## src/rtl/discrete_range_sequencer.sv

```systemverilog
// discrete_range_sequencer: draws a uniform value from a randomly chosen [start:end] entry of the discrete values table
module discrete_range_sequencer #(
  parameter int MAX_BIT_WIDTH_OF_INTEGER_VARIABLE = 8,
  parameter int MAX_BIT_WIDTH_OF_VARIABLES_INDEX  = 8,
  parameter int MAX_BIT_WIDTH_OF_DISCRETE_CHOICES = 4
) (
  input  logic                                        in_clock,
  input  logic                                        in_reset,
  input  logic                                        in_request,
  output logic                                        out_ready,
  input  logic [MAX_BIT_WIDTH_OF_VARIABLES_INDEX-1:0]  in_variable_index,
  input  logic [MAX_BIT_WIDTH_OF_DISCRETE_CHOICES:0]   in_number_of_choices,
  input  logic [2*MAX_BIT_WIDTH_OF_INTEGER_VARIABLE-1:0] in_random,
  output logic [MAX_BIT_WIDTH_OF_VARIABLES_INDEX-1:0]  out_table_variable_index,
  output logic [MAX_BIT_WIDTH_OF_DISCRETE_CHOICES-1:0] out_table_index_of_the_discrete_value,
  input  logic [MAX_BIT_WIDTH_OF_INTEGER_VARIABLE-1:0]  in_table_start,
  input  logic [MAX_BIT_WIDTH_OF_INTEGER_VARIABLE-1:0]  in_table_end,
  output logic                                        out_valid,
  output logic [MAX_BIT_WIDTH_OF_INTEGER_VARIABLE-1:0]  out_value,
  output logic [MAX_BIT_WIDTH_OF_DISCRETE_CHOICES-1:0] out_choice,
  output logic                                        out_error
);
  localparam int W = MAX_BIT_WIDTH_OF_INTEGER_VARIABLE;
  localparam int C = MAX_BIT_WIDTH_OF_DISCRETE_CHOICES;
  typedef enum logic [2:0] {IDLE, ADDR, DATA, COMPUTE, DONE} state_t;
  state_t state;
  logic [W-1:0] rand_lo, start_r, scaled;
  logic [W:0] span1, span_next;
  logic err;
  logic [W+C:0] choice_prod;
  logic [2*W:0] value_prod;
  logic [C-1:0] choice_next;
  assign choice_prod = {{(C+1){1'b0}}, in_random[2*W-1:W]} * {{W{1'b0}}, in_number_of_choices};
  assign choice_next = C'(choice_prod >> W);
  assign span_next = {1'b0, in_table_end} - {1'b0, in_table_start} + {{W{1'b0}}, 1'b1};
  // span1 can be 2**W, so the product needs 2W+1 bits before scaling back down
  assign value_prod = {{(W+1){1'b0}}, rand_lo} * {{W{1'b0}}, span1};
  assign scaled = W'(value_prod >> W);
  always_ff @(posedge in_clock or posedge in_reset) begin
    if (in_reset) begin
      state <= IDLE;
      out_ready <= 1'b1;
      out_valid <= 1'b0;
      out_value <= '0;
      out_choice <= '0;
      out_error <= 1'b0;
      out_table_variable_index <= '0;
      out_table_index_of_the_discrete_value <= '0;
      rand_lo <= '0;
      start_r <= '0;
      span1 <= '0;
      err <= 1'b0;
    end else begin
      case (state)
        IDLE: if (in_request && out_ready) begin
          out_ready <= 1'b0;
          if (in_number_of_choices == '0) state <= DONE;
          else begin
            out_table_variable_index <= in_variable_index;
            out_table_index_of_the_discrete_value <= choice_next;
            rand_lo <= in_random[W-1:0];
            state <= ADDR;
          end
        end
        ADDR: state <= DATA;
        DATA: begin
          start_r <= in_table_start;
          span1 <= span_next;
          err <= in_table_end < in_table_start;
          state <= COMPUTE;
        end
        COMPUTE: begin
          out_value <= err ? start_r : start_r + scaled;
          out_choice <= out_table_index_of_the_discrete_value;
          out_error <= err;
          out_valid <= 1'b1;
          state <= DONE;
        end
        DONE: begin
          // zero-choices draws arrive here with out_valid low and publish their error result one cycle later
          if (out_valid) begin
            out_valid <= 1'b0;
            out_ready <= 1'b1;
            state <= IDLE;
          end else begin
            out_valid <= 1'b1;
            out_value <= '0;
            out_choice <= '0;
            out_error <= 1'b1;
          end
        end
        default: state <= IDLE;
      endcase
    end
  end
endmodule

```

## config.mk

```make
export PLATFORM = sky130hd
export DESIGN_NAME = discrete_range_sequencer
export DESIGN_NICKNAME = d
export VERILOG_FILES = /design/src/rtl/discrete_range_sequencer.sv
export SDC_FILE = /design/constraint.sdc
export NUM_CORES = 1
export LEC_CHECK = 0
export CAP_MARGIN = 20
export CORE_ASPECT_RATIO = 0.6
export CORE_MARGIN = 5
export CORE_UTILIZATION = 50
export CTS_CLUSTER_DIAMETER = 30
export DETAILED_ROUTE_END_ITERATION = 6
export GPL_ROUTABILITY_DRIVEN = 1
export PLACE_DENSITY = 0.73
export SKIP_CTS_REPAIR_TIMING = 1
export SLEW_MARGIN = 30
export SYNTH_ARGS = -nofsm -noshare
export SYNTH_HDL_FRONTEND = slang
export SYNTH_SLANG_ARGS = --single-unit
```

## constraint.sdc

```tcl
create_clock -name in_clock -period 16.1 [get_ports in_clock]
set_input_delay 3.22 -clock in_clock [delete_from_list [all_inputs] [get_ports in_clock]]
set_output_delay 3.22 -clock in_clock [all_outputs]
set_load 0.02 [all_outputs]
```

==> summary.md, run 1 <==
| Metric | Value |
|---|---|
| Run status | `complete, no violations` |
| Count of filler cells inserted in the layout | `between 1000 and 1500` |
| Wire length of the first global-routing pass | `around 23 mm` |
| Mapped Cells | `roughly 650` |
| Final worst clock skew | `approximately 11 ps` |
| Die width | `152 um` |
| Syn Std Cell Area | `roughly 0.0060 mm^2` |
| Final weighted congestion of routability-driven global placement | `between 0.8 and 0.9` |
| Buf/Inv on CP | `2` |
| GR Util All Layers | `approximately a fifth` |
| Syn nets | `831` |
| Flip-flop and latch area | `roughly 0.0014 mm^2` |
| HPWL after detailed placement | `between 10 and 15 mm` |
| Max-slew headroom | `40.8%` |
| CTS tree | `built` |
| Full die area | `0.0144 mm^2` |
| Post-synthesis area per instance | `between 9 and 10 um^2` |
| Top Family by Delay on Critical Path | `adder cells` |
| Syn. warnings | `0` |
| Post-synth EDFFs | `0` |
| Classification of the worst-slack hold path | `reg -> reg` |
| Io pins | `75` |
| Number of pins exceeding their max-slew limit in the final report | `0` |
| Reg clk slew, reported paths | `roughly 80 ps` |
| WS Path Type | `in -> reg` |
| Final sum of negative setup slack | `0 ps` |
| Final Hold Violating Endpoints | `0` |
| Initial antenna violation count | `0` |
| Cell breakdown of the critical path | `clkdlybuf4s50_1 > nand2_1 > fa_1 > inv_1 > fa_1 > fa_1 > ha_1 > nand4_1 > o211ai_1 > o41a_1 > a21o_1 > a311o_1 > xnor2_1 > o21ai_0` |
| Arrival time at the worst endpoint | `around 7400 ps` |
| Layout cell share with drive strength beyond 1 | `between 4 and 5%` |
| Sequential cell area fraction in the yosys report | `roughly a quarter` |
| Slowest cell on the critical path | `sky130_fd_sc_hd__clkdlybuf4s50_1` |
| Achievable Freq | `between 100 and 150 MHz` |
| Core Box Area | `between 0.01 and 0.015 mm^2` |
| CTS Buf Count | `5` |
| Most frequent CP cell | `sky130_fd_sc_hd__fa_1` |
| Startpoint type of the worst setup path | `input pin` |
| Setup repair after global routing missed its margin | `no` |
| Max-cap viol count | `0` |
| Clock latency at the later pin of the worst-skew pair | `just over 300 ps` |
| CP max stage delay | `around 660 ps` |
| Final critical-path required period | `7240 ps` |
| Area grow syn2layout | `17.0%` |
| PortBufs | `between 70 and 80` |
| Post-detailed-route DRC marker count | `0` |
| Worst Path Required | `about 16000 ps` |
| Asr flop ratio synth | `between 90% and 100%` |
| Routed wire length | `14.0 mm` |
| Number of distinct standard cells referenced by the synthesized netlist | `45` |
| Synthesized flop and latch total | `between 50 and 60` |
| Die Y-Extent | `roughly 95 um` |
| Final setup violation count | `0` |
| Number of standard-cell rows in the floorplan | `31` |
| Area taken by multi-input logic gates | `between 0.004 and 0.005 mm^2` |
| Buffer depth of the longest clock path | `2` |
| Starting density of the core | `approximately half` |
| Final period util | `between 40 and 50%` |
| Dominant synthesized flop cell | `sky130_fd_sc_hd__dfrtp_1` |
| Top fanout value on the critical path | `9` |
| Post-route core utilization | `59.2%` |
| Number of global-route vias before repair | `4853` |
| Register-to-register setup slack | `9960 ps` |
| Antenna Violating Nets Remaining | `0` |
| Global-route congestion overflow total | `0` |
| H-tree level count | `2` |
| CTS sink cnt | `between 50 and 60` |
| Antenna cell count | `0` |
| Critical path endpoint category | `flip-flop` |
| Total via count after detailed routing | `4503` |
| Final routed wire length divided by cell count | `15.9 um` |
| Violation count after the first detailed-routing iteration | `slightly below 200` |
| Transition at the pin with the smallest max-transition slack | `just under 900 ps` |
| Clock root buffer | `sky130_fd_sc_hd__clkbuf_16` |
| Number of vias per cell after detailed routing | `between 5 and 6` |
| Final net count | `slightly below 900` |
| Pre-Repair DR Iteration Count | `4` |
| Pin count of the biggest net entering global routing | `57` |
## cell families (layout without fill, tap and decap cells)
logic type      Yosys count  in the layout  synth area share (%)
compound gates           91             91                  9.27
xor+xnor                 29             29                  4.22
fa+ha+maj               135            135                  35.7
buf+inv                 121            186                  7.77
flops                    56             56                  23.3
mux                      18             18                  3.32
simple gates            198            198                  16.5
## worst register-to-register path, cell delays in order, from the launching register on
cell and delay, ps:
sky130_fd_sc_hd__dfrtp_1 520, sky130_fd_sc_hd__and2_1 260, sky130_fd_sc_hd__fa_1 530, sky130_fd_sc_hd__inv_1 50, sky130_fd_sc_hd__fa_1 520, sky130_fd_sc_hd__inv_1 60
sky130_fd_sc_hd__fa_1 570, sky130_fd_sc_hd__inv_1 70, sky130_fd_sc_hd__fa_1 540, sky130_fd_sc_hd__inv_1 40, sky130_fd_sc_hd__ha_1 340, sky130_fd_sc_hd__a21oi_1 210
sky130_fd_sc_hd__o21ai_0 140, sky130_fd_sc_hd__a21oi_1 190, sky130_fd_sc_hd__o21ai_0 160, sky130_fd_sc_hd__a21oi_1 270, sky130_fd_sc_hd__o21bai_1 110, sky130_fd_sc_hd__xor2_1 160
sky130_fd_sc_hd__ha_1 240, sky130_fd_sc_hd__o41a_1 420, sky130_fd_sc_hd__or4_1 410, sky130_fd_sc_hd__a21o_1 190, sky130_fd_sc_hd__nand3_1 80
## cell usage in the layout, fill, tap and decap left out, types with 21 or more instances in the layout
cell type	Yosys	routed
sky130_fd_sc_hd__fa_1	61	61
sky130_fd_sc_hd__inv_1	103	102
sky130_fd_sc_hd__and2_1	73	73
sky130_fd_sc_hd__a21oi_1	22	22
sky130_fd_sc_hd__nand2_1	81	80
sky130_fd_sc_hd__xnor2_1	21	21
sky130_fd_sc_hd__o21ai_0	35	35
sky130_fd_sc_hd__ha_1	74	74
sky130_fd_sc_hd__clkdlybuf4s50_1	0	74
sky130_fd_sc_hd__dfrtp_1	55	55
## state kept, by name, indices dropped and copies added (netlist names)
name and flops:
out_table_variable_index 8, start_r 8, out_table_index_of_the_discrete_value 4, state 3, rand_lo 8, out_ready 1, err 1, out_error 1
out_choice 4, out_value 8, span1 9, out_valid 1
## metrics by stage
stage / cell area (um^2) / instances / hold slack (ps) / setup WS (ps)
after CTS: 7040 / 878 / 499 / 8880
after global routing: 7040 / 878 / 524 / 8700
after floorplan: 6020 / 648 / 478 / 9320
after global placement: 6900 / 870 / 480 / 8690
final: 7040 / 878 / 501 / 8860
after detailed placement: 6900 / 870 / 480 / 8580
## cells in the mapped netlist (2+ instances only)
cell / n / share of area [%]
sky130_fd_sc_hd__a21o_1: 5 / 0.62
sky130_fd_sc_hd__a31oi_1: 2 / 0.21
sky130_fd_sc_hd__nand3_1: 7 / 0.58
sky130_fd_sc_hd__and2_0: 2 / 0.21
sky130_fd_sc_hd__dfrtp_1: 55 / 23
sky130_fd_sc_hd__o21bai_1: 5 / 0.62
sky130_fd_sc_hd__fa_1: 61 / 20
sky130_fd_sc_hd__nand2_1: 81 / 5.0
sky130_fd_sc_hd__mux2i_1: 2 / 0.33
sky130_fd_sc_hd__ha_1: 74 / 15
sky130_fd_sc_hd__a21oi_1: 22 / 1.8
sky130_fd_sc_hd__or4_1: 2 / 0.25
sky130_fd_sc_hd__nor2_1: 15 / 0.93
sky130_fd_sc_hd__nor3_1: 5 / 0.42
sky130_fd_sc_hd__o21ai_0: 35 / 2.9
sky130_fd_sc_hd__nor2b_1: 2 / 0.21
sky130_fd_sc_hd__nand2b_1: 2 / 0.21
sky130_fd_sc_hd__mux2_2: 16 / 3.0
sky130_fd_sc_hd__o21a_1: 3 / 0.37
sky130_fd_sc_hd__a22o_1: 6 / 0.87
sky130_fd_sc_hd__buf_4: 2 / 0.25
sky130_fd_sc_hd__nand4_1: 3 / 0.31
sky130_fd_sc_hd__o41a_1: 2 / 0.37
sky130_fd_sc_hd__and2_1: 73 / 7.6
sky130_fd_sc_hd__buf_2: 4 / 0.33
sky130_fd_sc_hd__xnor2_1: 21 / 3.1
sky130_fd_sc_hd__xor2_1: 8 / 1.2
sky130_fd_sc_hd__clkbuf_1: 11 / 0.69
sky130_fd_sc_hd__o211ai_1: 3 / 0.37
sky130_fd_sc_hd__a32oi_1: 2 / 0.29
sky130_fd_sc_hd__inv_1: 103 / 6.4
## path summary, 6_finish.rpt
kind	start	end	cells after the start
max in group asynchronous	in_reset	span1[4]	3
min in group asynchronous	in_reset	out_table_variable_index[4]	3
hold reg to reg	out_value[6]	out_value[6]	2
setup reg to reg	span1[3]	out_value[7]	22
setup / recovery	in_number_of_choices[4]	out_table_index_of_the_discrete_value[3]	14
hold / removal	out_value[6]	out_value[6]	2
## area by class of cell
type / instances / area share [%]
clock inverter: 3 / 0.302
sequential: 56 / 19.9
clock buffer: 5 / 1.78
multi-input combinational: 471 / 59.0
timing repair buffer: 75 / 10.6
inverter: 103 / 5.49
tap: 165 / 2.93
## per-layer routing
layer  track usage [%]  vias to the layer above  wire, um
met5                 0                        -         0
met4              4.41                        0       173
met3              3.66                       22       599
met2              31.9                       97      6070
met1              30.5                     2177      7110
li1                  -                     2207         -
Power of run 1 is left out: the tool's default activity adds up to more than one toggle a clock period on the data nets, which glitch-free logic cannot reach.
==> run 2, diff against run 1 <==
Clock period 16.1 ns to 6.7 ns, I/O delays scaled along.
==> run 2 against run 1 <==
  * Hold slack worse by 4.2 ps
  * Sequential share of layout area about the same
  * First-iteration DRC count up 33%
  * Sequential cell count unchanged
  * Design area up 0.12%
  * Wire length down 0.51%
  * Critical path depth up 10
  * Non-clock buffer count up 1
  * Global-route usage up 0.29 points
  * Critical endpoint is now out_value[7]
  * Largest cell class unchanged
  * Highest routed layer unchanged
==> summary.md, run 2 (same netlist as run 1, synthesis figures left out) <==
| Metric | Value |
|---|---|
| Run status | `complete, no violations (unchanged)` |
| Starting density of the core | `50.6% (unchanged)` |
| Io pins | `75 (unchanged)` |
| End of the worst register-to-register path | `out_value[7] (unchanged)` |
| Die Y-Extent | `95.0 um (unchanged)` |
| Final period util | `about nine tenths` |
| Register-to-register setup slack | `760 ps (was 9960 ps)` |
| Number of vias per cell after detailed routing | `5.20 (was 5.13)` |
| Cell depth of the worst min-delay path | `2 (unchanged)` |
| Startpoint of the most critical setup path | `rand_lo[7] (was in_number_of_choices[4])` |
| WS Path Type | `reg -> reg (was in -> reg)` |
| CTS Buf Count | `5 (unchanged)` |
| Antenna Violating Nets Remaining | `0 (unchanged)` |
| Area taken by multi-input logic gates | `0.00415 mm^2 (about the same)` |
| Top fanout value on the critical path | `10 (was 9)` |
| Final routed wire length divided by cell count | `15.8 um (was 15.9 um)` |
| Critical path depth in cells | `24 (was 14)` |
| Violation count after the first detailed-routing iteration | `260 (was 196)` |
| Layout cell share with drive strength beyond 1 | `4.34% (was 4.35%)` |
| CTS sink cnt | `56 (unchanged)` |
| Final critical-path required period | `~5900 ps` |
| Depth of the worst register-to-register path | `24 (was 22)` |
| Die width | `152 um (unchanged)` |
| Final Hold Violating Endpoints | `0 (unchanged)` |
| Wire length of the first global-routing pass | `23.9 mm (was 23.4 mm)` |
| Register with the most flip-flops | `span1 (unchanged)` |
| Critical path endpoint category | `flip-flop (unchanged)` |
| Most common library cell in the layout ignoring fill and taps | `sky130_fd_sc_hd__inv_1 (unchanged)` |
| PortBufs | `74 (unchanged)` |
| Final sum of negative setup slack | `0 ps (unchanged)` |
| FF-to-FF Start | `rand_lo[7] (was span1[3])` |
| Cell breakdown of the critical path | `and2_1 > fa_1 > inv_1 > fa_1 > inv_1 > fa_1 > inv_1 > fa_1 > inv_1 > ha_1 > a21oi_1 > o21ai_0 > a21oi_1 > o21ai_0 > a21oi_1 > o21bai_1 > xor2_1 > ha_1 > nor2_1 > nor2_1 > o41a_1 > or4_1 > a21o_1 > nand3_1 (was clkdlybuf4s50_1 > nand2_1 > fa_1 > inv_1 > fa_1 > fa_1 > ha_1 > nand4_1 > o211ai_1 > o41a_1 > a21o_1 > a311o_1 > xnor2_1 > o21ai_0)` |
| Top Family by Delay on Critical Path | `adder cells (unchanged)` |
| Achievable Freq | `168 MHz` |
| Flip-flop and latch area | `0.00140 mm^2 (unchanged)` |
| Pre-Repair DR Iteration Count | `5 (was 4)` |
| Core Box Area | `0.0119 mm^2 (unchanged)` |
| Slowest cell on the critical path | `sky130_fd_sc_hd__fa_1 (was sky130_fd_sc_hd__clkdlybuf4s50_1)` |
| H-tree level count | `2 (unchanged)` |
| Transition at the pin with the smallest max-transition slack | `883 ps (was 887 ps)` |
| GR Util All Layers | `20.9% (was 20.6%)` |
| Setup repair after global routing missed its margin | `no (unchanged)` |
| Antenna cell count | `0 (unchanged)` |
| Max-slew headroom | `41.1% (was 40.8%)` |
| Classification of the worst-slack hold path | `reg -> reg (unchanged)` |
| Buf/Inv on CP | `4 (was 2)` |
| Top library cells by usage in the layout, fill and taps aside | `102 x sky130_fd_sc_hd__inv_1, 81 x sky130_fd_sc_hd__nand2_1, 74 x sky130_fd_sc_hd__ha_1, 74 x sky130_fd_sc_hd__clkdlybuf4s50_1, 73 x sky130_fd_sc_hd__and2_1 (was 102 x sky130_fd_sc_hd__inv_1, 80 x sky130_fd_sc_hd__nand2_1, 74 x sky130_fd_sc_hd__ha_1, 74 x sky130_fd_sc_hd__clkdlybuf4s50_1, 73 x sky130_fd_sc_hd__and2_1)` |
| Global-route congestion overflow total | `0 (unchanged)` |
| CP max stage delay | `550 ps (was 660 ps)` |
| DP Cell Count | `871 (was 870)` |
| Number of global-route vias before repair | `4818 (was 4853)` |
| Routed wire length | `13.9 mm (was 14.0 mm)` |
| Area grow syn2layout | `17.1% (was 17.0%)` |
| Post-detailed-route DRC marker count | `0 (unchanged)` |
| Final std cells w/o fill | `879 (was 878)` |
| Number of standard-cell rows in the floorplan | `31 (unchanged)` |
| Number of pins exceeding their max-slew limit in the final report | `0 (unchanged)` |
| Startpoint type of the worst setup path | `flip-flop (was input pin)` |
| Total via count after detailed routing | `4572 (was 4503)` |
| Final weighted congestion of routability-driven global placement | `0.918 (was 0.875)` |
| CTS tree | `built (unchanged)` |
| Final worst clock skew | `4.50 ps (was 11.1 ps)` |
| Clock latency at the later pin of the worst-skew pair | `300 ps (was 310 ps)` |
| Reg clk slew, reported paths | `80 ps (about the same)` |
| Critical Path Sink | `out_value[7] (was out_table_index_of_the_discrete_value[3])` |
| HPWL after detailed placement | `11.3 mm (was 11.4 mm)` |
| Arrival time at the worst endpoint | `6180 ps (was 7410 ps)` |
| Worst Path Required | `6940 ps (was 16270 ps)` |
| Clock root buffer | `sky130_fd_sc_hd__clkbuf_16 (unchanged)` |
| Full die area | `0.0144 mm^2 (unchanged)` |
| Count of filler cells inserted in the layout | `1017 (was 1028)` |
| Max-cap viol count | `0 (unchanged)` |
| Final setup violation count | `0 (unchanged)` |
| Buffer depth of the longest clock path | `2 (unchanged)` |
| Final net count | `896 (was 895)` |
| Flip-flop count of the largest register after layout | `9 (unchanged)` |
| Initial antenna violation count | `0 (unchanged)` |
| Pin count of the biggest net entering global routing | `57 (unchanged)` |
run 2: changes by cell type in the layout (fill, tap and decap cells not counted), sizes merged:
cell | previous run | this run
clkinv | 1 | 0
buf | 1 | 2
inv | 104 | 105
run 2: area by class of cell:
cell class,instances,share of cell area [%]
clock inverter,3,0.355
multi-input combinational,471,58.9
clock buffer,5,1.77
tap,165,2.93
timing repair buffer,76,10.7
sequential,56,19.9
inverter,103,5.48
run 2: routing by layer:
layer	track usage [%]	vias to the layer above	wire length, um
met3	4.04	8	846
met2	30.8	123	5940
met5	0	-	0
met1	32.7	2234	6990
li1	-	2207	-
met4	2.99	0	105
run 2: worst register-to-register path, delay by kind of cell (launching register included):
family | cells | cell delay [ps]
flip-flops | 1 | 490
AND/OR/NAND/NOR | 5 | 900
adder cells (fa/ha/maj) | 6 | 2810
buffers and inverters | 4 | 220
AO/OA/AOI/OAI | 8 | 1320
XOR/XNOR | 1 | 150
run 2: how the worst min path moves through the flow:
stage	startpoint	endpoint	slack, ps
5_1_grt	out_value[2]	out_value[2]	540
3_3_place_gp	out_value[2]	out_value[2]	480
2_1_floorplan	start_r[0]	start_r[0]	480
3_5_place_dp	out_choice[0]	out_choice[0]	480
6_report	out_value[2]	out_value[2]	500
4_1_cts	out_value[2]	out_value[2]	500
run 2: through the flow:
step | cell area (um^2) | hold slack (ps) | worst slack (ps) | utilization, %
2_1_floorplan | 6020 | 478 | 1130 | -
3_3_place_gp | 6900 | 476 | 971 | 58.0
3_5_place_dp | 6900 | 482 | 856 | 58.0
4_1_cts | 7050 | 502 | 809 | 59.2
5_1_grt | 7050 | 537 | 375 | 59.2
6_report | 7050 | 497 | 757 | 59.2
Power of run 2 is left out for the same reason.
==> run 3, diff against run 2 <==
Settings changed: CAP_MARGIN 20 to 30, HOLD_SLACK_MARGIN from default to 0.05.
==> results of run 3 <==
Same layout as run 2: the final DEF is identical, and so are final timing and power.
Power of run 3 is left out for the same reason.
